**config.mk**
```make
export PLATFORM = sky130hd
export DESIGN_NAME = rect_sweep_gen
export DESIGN_NICKNAME = d
export VERILOG_FILES = /design/src/rtl/gfx_pkg.sv /design/src/rtl/raster_counter.sv /design/src/rtl/rect_sweep_gen.sv
export SDC_FILE = /design/constraint.sdc
export NUM_CORES = 1
export LEC_CHECK = 0
export BUFFER_PORTS_ARGS = -buffer_cell sky130_fd_sc_hd__buf_4
export CAP_MARGIN = 0
export CORE_ASPECT_RATIO = 0.75
export CORE_MARGIN = 10
export CORE_UTILIZATION = 42
export DETAILED_ROUTE_END_ITERATION = 8
export PLACE_DENSITY = 0.57
export SLEW_MARGIN = 40
export SYNTH_ARGS = -nofsm -noshare
export SYNTH_HDL_FRONTEND = slang
export SYNTH_HIERARCHICAL = 1
export SYNTH_SLANG_ARGS = --single-unit
```
**constraint.sdc**
```tcl
create_clock -name clk -period 13.78 [get_ports clk]
set_clock_uncertainty 0.2 [all_clocks]
set_input_delay 1.378 -clock clk [delete_from_list [all_inputs] [get_ports clk]]
set_output_delay 1.378 -clock clk [all_outputs]
set_load 0.05 [all_outputs]
```
**src/rtl/gfx_pkg.sv**
```systemverilog
// ============================================================================
//  Module      : gfx_pkg
//  Description : Shared graphics constants, sweep FSM states and address helper
//  Revision    : 1.0
// ============================================================================
`default_nettype none

package gfx_pkg;

    localparam int SCREEN_W = 160;
    localparam int SCREEN_H = 120;
    localparam int XW       = 8;
    localparam int YW       = 7;
    localparam int AW       = 15;

    typedef enum logic [1:0] {
        IDLE   = 2'd0,
        SWEEP  = 2'd1,
        FINISH = 2'd2
    } sweep_state_e;

    // Linear framebuffer address; multiply by a constant reduces to shift-add.
    function automatic logic [AW-1:0] xy_to_addr(input logic [XW-1:0] x,
                                                 input logic [YW-1:0] y);
        return AW'(x) + AW'(y) * AW'(SCREEN_W);
    endfunction

endpackage

`default_nettype wire

```
**src/rtl/raster_counter.sv**
```systemverilog
// ============================================================================
//  Module      : raster_counter
//  Description : Nested x/y raster counter with registered linear address
//  Revision    : 1.0
// ============================================================================
`default_nettype none

module raster_counter #(
    parameter int SCREEN_W = 160,
    parameter int XW       = 8,
    parameter int YW       = 7,
    parameter int AW       = 15
) (
    input  logic          clk,
    input  logic          rst,
    input  logic          i_load,
    input  logic [XW-1:0] i_x0,
    input  logic [YW-1:0] i_y0,
    input  logic [XW-1:0] i_x_end,
    input  logic [YW-1:0] i_y_end,
    input  logic          i_advance,
    output logic [XW-1:0] o_x,
    output logic [YW-1:0] o_y,
    output logic [AW-1:0] o_addr,
    output logic          o_last
);

    logic [XW-1:0] r_x;
    logic [YW-1:0] r_y;
    logic [AW-1:0] r_addr;
    logic [XW-1:0] r_x0;
    logic [XW-1:0] r_x_end;
    logic [YW-1:0] r_y_end;

    always_ff @(posedge clk or posedge rst) begin
        if (rst) begin
            r_x     <= '0;
            r_y     <= '0;
            r_addr  <= '0;
            r_x0    <= '0;
            r_x_end <= '0;
            r_y_end <= '0;
        end else if (i_load) begin
            r_x     <= i_x0;
            r_y     <= i_y0;
            r_x0    <= i_x0;
            r_x_end <= i_x_end;
            r_y_end <= i_y_end;
            r_addr  <= AW'(i_x0) + AW'(i_y0) * AW'(SCREEN_W);
        end else if (i_advance) begin
            if (r_x < r_x_end) begin
                r_x    <= r_x + 1'b1;
                r_addr <= r_addr + 1'b1;
            end else begin
                r_x <= r_x0;
                if (r_y < r_y_end) begin
                    // Rewind to the row start, then step down one screen row.
                    r_y    <= r_y + 1'b1;
                    r_addr <= r_addr - AW'(r_x - r_x0) + AW'(SCREEN_W);
                end
            end
        end
    end

    assign o_x    = r_x;
    assign o_y    = r_y;
    assign o_addr = r_addr;
    assign o_last = (r_x == r_x_end) && (r_y == r_y_end);

endmodule

`default_nettype wire

```
**src/rtl/rect_sweep_gen.sv**
```systemverilog
// ============================================================================
//  Module      : rect_sweep_gen
//  Description : Clipped rectangle / full-screen raster sweep with valid/ready
//  Revision    : 1.0
// ============================================================================
`default_nettype none

module rect_sweep_gen #(
    parameter int SCREEN_W = gfx_pkg::SCREEN_W,
    parameter int SCREEN_H = gfx_pkg::SCREEN_H,
    parameter int XW       = gfx_pkg::XW,
    parameter int YW       = gfx_pkg::YW,
    parameter int AW       = gfx_pkg::AW
) (
    input  logic          clk,
    input  logic          reset,
    input  logic          start,
    input  logic          full_screen,
    input  logic [XW-1:0] rect_x0,
    input  logic [YW-1:0] rect_y0,
    input  logic [XW-1:0] rect_w,
    input  logic [YW-1:0] rect_h,
    input  logic          ready,
    output logic          valid,
    output logic [XW-1:0] out_x,
    output logic [YW-1:0] out_y,
    output logic [AW-1:0] out_addr,
    output logic          busy,
    output logic          done
);

    import gfx_pkg::*;

    sweep_state_e  r_state;
    sweep_state_e  w_state_nxt;

    logic [XW:0]   w_xsum;
    logic [XW:0]   w_xlim;
    logic [YW:0]   w_ysum;
    logic [YW:0]   w_ylim;
    logic [XW-1:0] w_x0;
    logic [XW-1:0] w_x_end;
    logic [YW-1:0] w_y0;
    logic [YW-1:0] w_y_end;
    logic          w_empty;
    logic          w_load;
    logic          w_advance;
    logic          w_last;

    // Region bounds: sums carry an extra bit so x0+w never wraps before clipping.
    always_comb begin
        w_xsum  = {1'b0, rect_x0} + {1'b0, rect_w};
        w_ysum  = {1'b0, rect_y0} + {1'b0, rect_h};
        w_xlim  = (w_xsum > (XW+1)'(SCREEN_W)) ? (XW+1)'(SCREEN_W) : w_xsum;
        w_ylim  = (w_ysum > (YW+1)'(SCREEN_H)) ? (YW+1)'(SCREEN_H) : w_ysum;
        w_x0    = rect_x0;
        w_y0    = rect_y0;
        w_x_end = XW'(w_xlim - 1'b1);
        w_y_end = YW'(w_ylim - 1'b1);
        w_empty = (rect_w == '0) || (rect_h == '0) ||
                  ({1'b0, rect_x0} >= (XW+1)'(SCREEN_W)) ||
                  ({1'b0, rect_y0} >= (YW+1)'(SCREEN_H));
        if (full_screen) begin
            w_x0    = '0;
            w_y0    = '0;
            w_x_end = XW'(SCREEN_W - 1);
            w_y_end = YW'(SCREEN_H - 1);
            w_empty = 1'b0;
        end
    end

    always_ff @(posedge clk or posedge reset) begin
        if (reset) begin
            r_state <= IDLE;
        end else begin
            r_state <= w_state_nxt;
        end
    end

    always_comb begin
        w_state_nxt = r_state;
        w_load      = 1'b0;
        w_advance   = 1'b0;
        case (r_state)
            IDLE: begin
                if (start) begin
                    w_load      = !w_empty;
                    w_state_nxt = w_empty ? FINISH : SWEEP;
                end
            end
            SWEEP: begin
                if (ready) begin
                    if (w_last) begin
                        w_state_nxt = FINISH;
                    end else begin
                        w_advance = 1'b1;
                    end
                end
            end
            FINISH: begin
                w_state_nxt = IDLE;
            end
            default: begin
                w_state_nxt = IDLE;
            end
        endcase
    end

    raster_counter #(
        .SCREEN_W (SCREEN_W),
        .XW       (XW),
        .YW       (YW),
        .AW       (AW)
    ) u_raster (
        .clk       (clk),
        .rst       (reset),
        .i_load    (w_load),
        .i_x0      (w_x0),
        .i_y0      (w_y0),
        .i_x_end   (w_x_end),
        .i_y_end   (w_y_end),
        .i_advance (w_advance),
        .o_x       (out_x),
        .o_y       (out_y),
        .o_addr    (out_addr),
        .o_last    (w_last)
    );

    assign valid = (r_state == SWEEP);
    assign busy  = (r_state != IDLE);
    assign done  = (r_state == FINISH);

endmodule

`default_nettype wire

```
==> results by group <==
Status
  – Status: finished clean

Critical path
  – Crit end category: flip-flop
  – CP Max Fanout: 6
  – Bufs and invs on worst path: 3
  – CP peak stage delay: 0.50 ns
  – Crit path launch type: flip-flop
  – Largest delay share family, worst path: compound AO/OA/AOI/OAI gates
  – Data arrival, critical path: 5.01 ns
  – Worst Path Required: 13.82 ns
  – CP max stage cell: or4b_4
  – Kind of critical path: reg2reg
  – Critical-path cell list: inv_1 -> ha_1 -> inv_1 -> fa_1 -> a21o_1 -> and4_1 -> or4b_4 -> nand2_1 -> inv_1 -> ha_1 -> ha_1 -> a21o_1 -> a2111o_1 -> o21ba_4 -> a311o_1 -> nand3_1 -> a31oi_1 -> or3_1 -> o211ai_2
  – R2R setup slack: 8.82 ns

Placement
  – GP Congestion: 0.905
  – Dpl ws: 8.84 ns
  – Placed Cells: 1040
  – DP Wirelength: 13900 µm
  – Placed cell area: 7090 µm²
  – # port buffers: 67

Clock tree
  – Postcts setup bufs: 0
  – # H-tree levels: 2
  – CTS tree: built
  – Post-CTS Resized: 0
  – CTS Hold Bufs: 0
  – Clk buf depth: 2
  – Clock Pin Slew Worst Setup and Hold Paths: 0.08 ns
  – Clock Latency Late Sink: 0.31 ns
  – Clock Sinks: 55
  – CTS buffer count: 5
  – Root Driver: clkbuf_16

GRT
  – Vias in the first global route: 5818
  – Initial antenna violation count: 0
  – GRT Residual Overflow: 0
  – First-pass GRT wire length: 29400 µm
  – Pin count of the biggest net entering global routing: 58
  – Total GRT Usage: 17.1%

STA
  – # setup viols final: 0
  – Fmax: 201 MHz
  – Final setup margin: 8.82 ns
  – Tmin final: 4.96 ns
  – Final Cycle Share: 36.0%
  – Max-slew violations: 0
  – Worst relative slew slack: 51.6%
  – Unrepaired setup endpoints after global routing: no
  – Final Hold Fails: 0
  – Tightest Pin Transition: 0.726 ns
  – Fin Setup TNS: 0 ns

Floorplan
  – Die Area: 20700 µm²
  – Initial Util: 42.5%
  – DIE HEIGHT: 127 µm
  – Rows: 39
  – Die Wd: 163 µm
  – # IOs: 68
  – Core area: 15100 µm²

Yosys
  – Yosys reg bits: 55
  – Syn_area_per_cell: 8.16 µm²
  – Syn Nets: 912
  – Synth warnings: 6
  – Yosys cell types: 93
  – Post-synth top area share: 21.4%
  – Async set-reset flop share out of synthesis: 100%
  – Mapped Cells: 787
  – Biggest area consumer among synthesized cells: dfrtp_1
  – Number of flops mapped to enable cells by yosys: 0
  – Synth top area cells: dfrtp_1 (21%), ha_1 (16%), a21oi_1 (4.5%)
  – Area of the mapped netlist: 6420 µm²
  – Ys flop type: dfrtp_1
  – Sequential area share after synthesis: 21.4%

Min path
  – Hold crit path type: reg2reg

Detailed routing
  – Remaining antenna violation count after routing: 0
  – Drt first pass iters: 5
  – Final WL: 17700 µm
  – Drc violations: 0
  – DRT iter0 DRCs: 370
  – WL/cell: 16.9 µm
  – Vias: 5868
  – Via density: 5.60

Final layout
  – Layout area overhead: 12.8%
  – Final net count: 967
  – Final instance area: 7240 µm²
  – Ant diodes: 0
  – Cell Count, Final, Fillers Out: 1048
  – Layout cells sized above 1: 13.5%

Flow run
  – Max-cap viol count: 0
-- path summary, 6_finish.rpt --
check                                     start                   to  cells past startpoint
worst min register to register       r_state[1]           r_state[0]                      1
max in group asynchronous                 reset      u_raster/o_x[1]                      3
worst min-delay path                 r_state[1]           r_state[0]                      1
worst max-delay path            u_raster/o_x[0]  u_raster/o_addr[14]                     19
worst max register to register  u_raster/o_x[0]  u_raster/o_addr[14]                     19
min in group asynchronous                 reset           r_state[1]                      2
-- synth_stat cells (4+ instances only) --
library cell / count
ha_1: 84
inv_1: 65
a21oi_1: 58
nand2_1: 57
dfrtp_1: 55
nor2_1: 51
o21ai_0: 35
nand3_1: 30
o21ai_1: 28
nor2b_1: 27
xnor2_1: 26
xor2_1: 20
nor3_1: 17
a21o_1: 16
clkbuf_1: 12
a31oi_1: 11
a211oi_1: 9
and3_1: 9
nand4_1: 9
nand2b_1: 8
nor3b_1: 8
nor4_1: 8
or3_1: 8
mux2i_1: 7
fa_1: 6
a211o_1: 5
and2_1: 5
nand3b_1: 5
o21a_1: 5
mux2_2: 4
o211ai_1: 4
o31ai_1: 4
-- logic make-up after synthesis --
logic type      share of synthesized area, %
compound gates                          24.4
xor+xnor                                6.27
fa+ha+maj                               18.2
buf+inv                                 6.15
flops                                   21.4
mux                                     1.79
simple gates                            21.8
-- area by class of cell --
cell class | instances | area (µm²)
Sequential cell | 55 | 1380
Clock buffer | 8 | 156
Fill cell | 1527 | 7880
Multi-Input combinational cell | 641 | 4660
Inverter | 67 | 251
Timing Repair Buffer | 72 | 541
Tap cell | 205 | 256
-- through the flow --
stage / hold WS (ns) / util, %
after detailed placement: 0.283 / 46.9
final: 0.290 / 47.9
after global placement: 0.282 / 46.9
after global routing: 0.321 / 47.9
after CTS: 0.293 / 47.9
after floorplan: 0.248 / -
-- placed cells by master, fill, tap and decap left out, types with 16 or more instances in the layout --
| master | instances |
|---|---|
| o21ai_1 | 28 |
| buf_4 | 72 |
| ha_1 | 84 |
| nor2b_1 | 27 |
| inv_1 | 64 |
| nand3_1 | 30 |
| xnor2_1 | 26 |
| nor3_1 | 17 |
| xor2_1 | 20 |
| a21oi_1 | 58 |
| a21o_1 | 16 |
| nor2_1 | 51 |
| o21ai_0 | 35 |
| dfrtp_1 | 55 |
| nand2_1 | 57 |
-- worst register-to-register path, delay by kind of cell (launching register included) --
kind | cells | cell delay [ns]
AND/OR/NAND/NOR | 5 | 1.21
AO/OA/AOI/OAI | 7 | 1.52
flip-flops | 1 | 0.42
adder cells (fa/ha/maj) | 4 | 1.24
buffers and inverters | 3 | 0.31
-- flip-flops by register name, summed over array words and instances (netlist names) --
name and flops:
u_raster/o_x 8, r_state 2, u_raster/o_y 7, u_raster/o_addr 15, u_raster/r_y_end 7, u_raster/r_x0 8
u_raster/r_x_end 8
-- layer usage --
layer  GRT usage [%]  share of wire [%]  routed length, µm  vias to the layer above
met2            26.7                 45               7970                      124
li1                -                  -                  -                     2967
met5               0                  0                  0                        -
met4            3.97                1.0                180                        0
met3            3.18                5.0                891                       12
met1            23.7                 49               8680                     2765
Power is left out: the tool's default activity adds up to more than one toggle a clock period on the data nets, which glitch-free logic cannot reach.
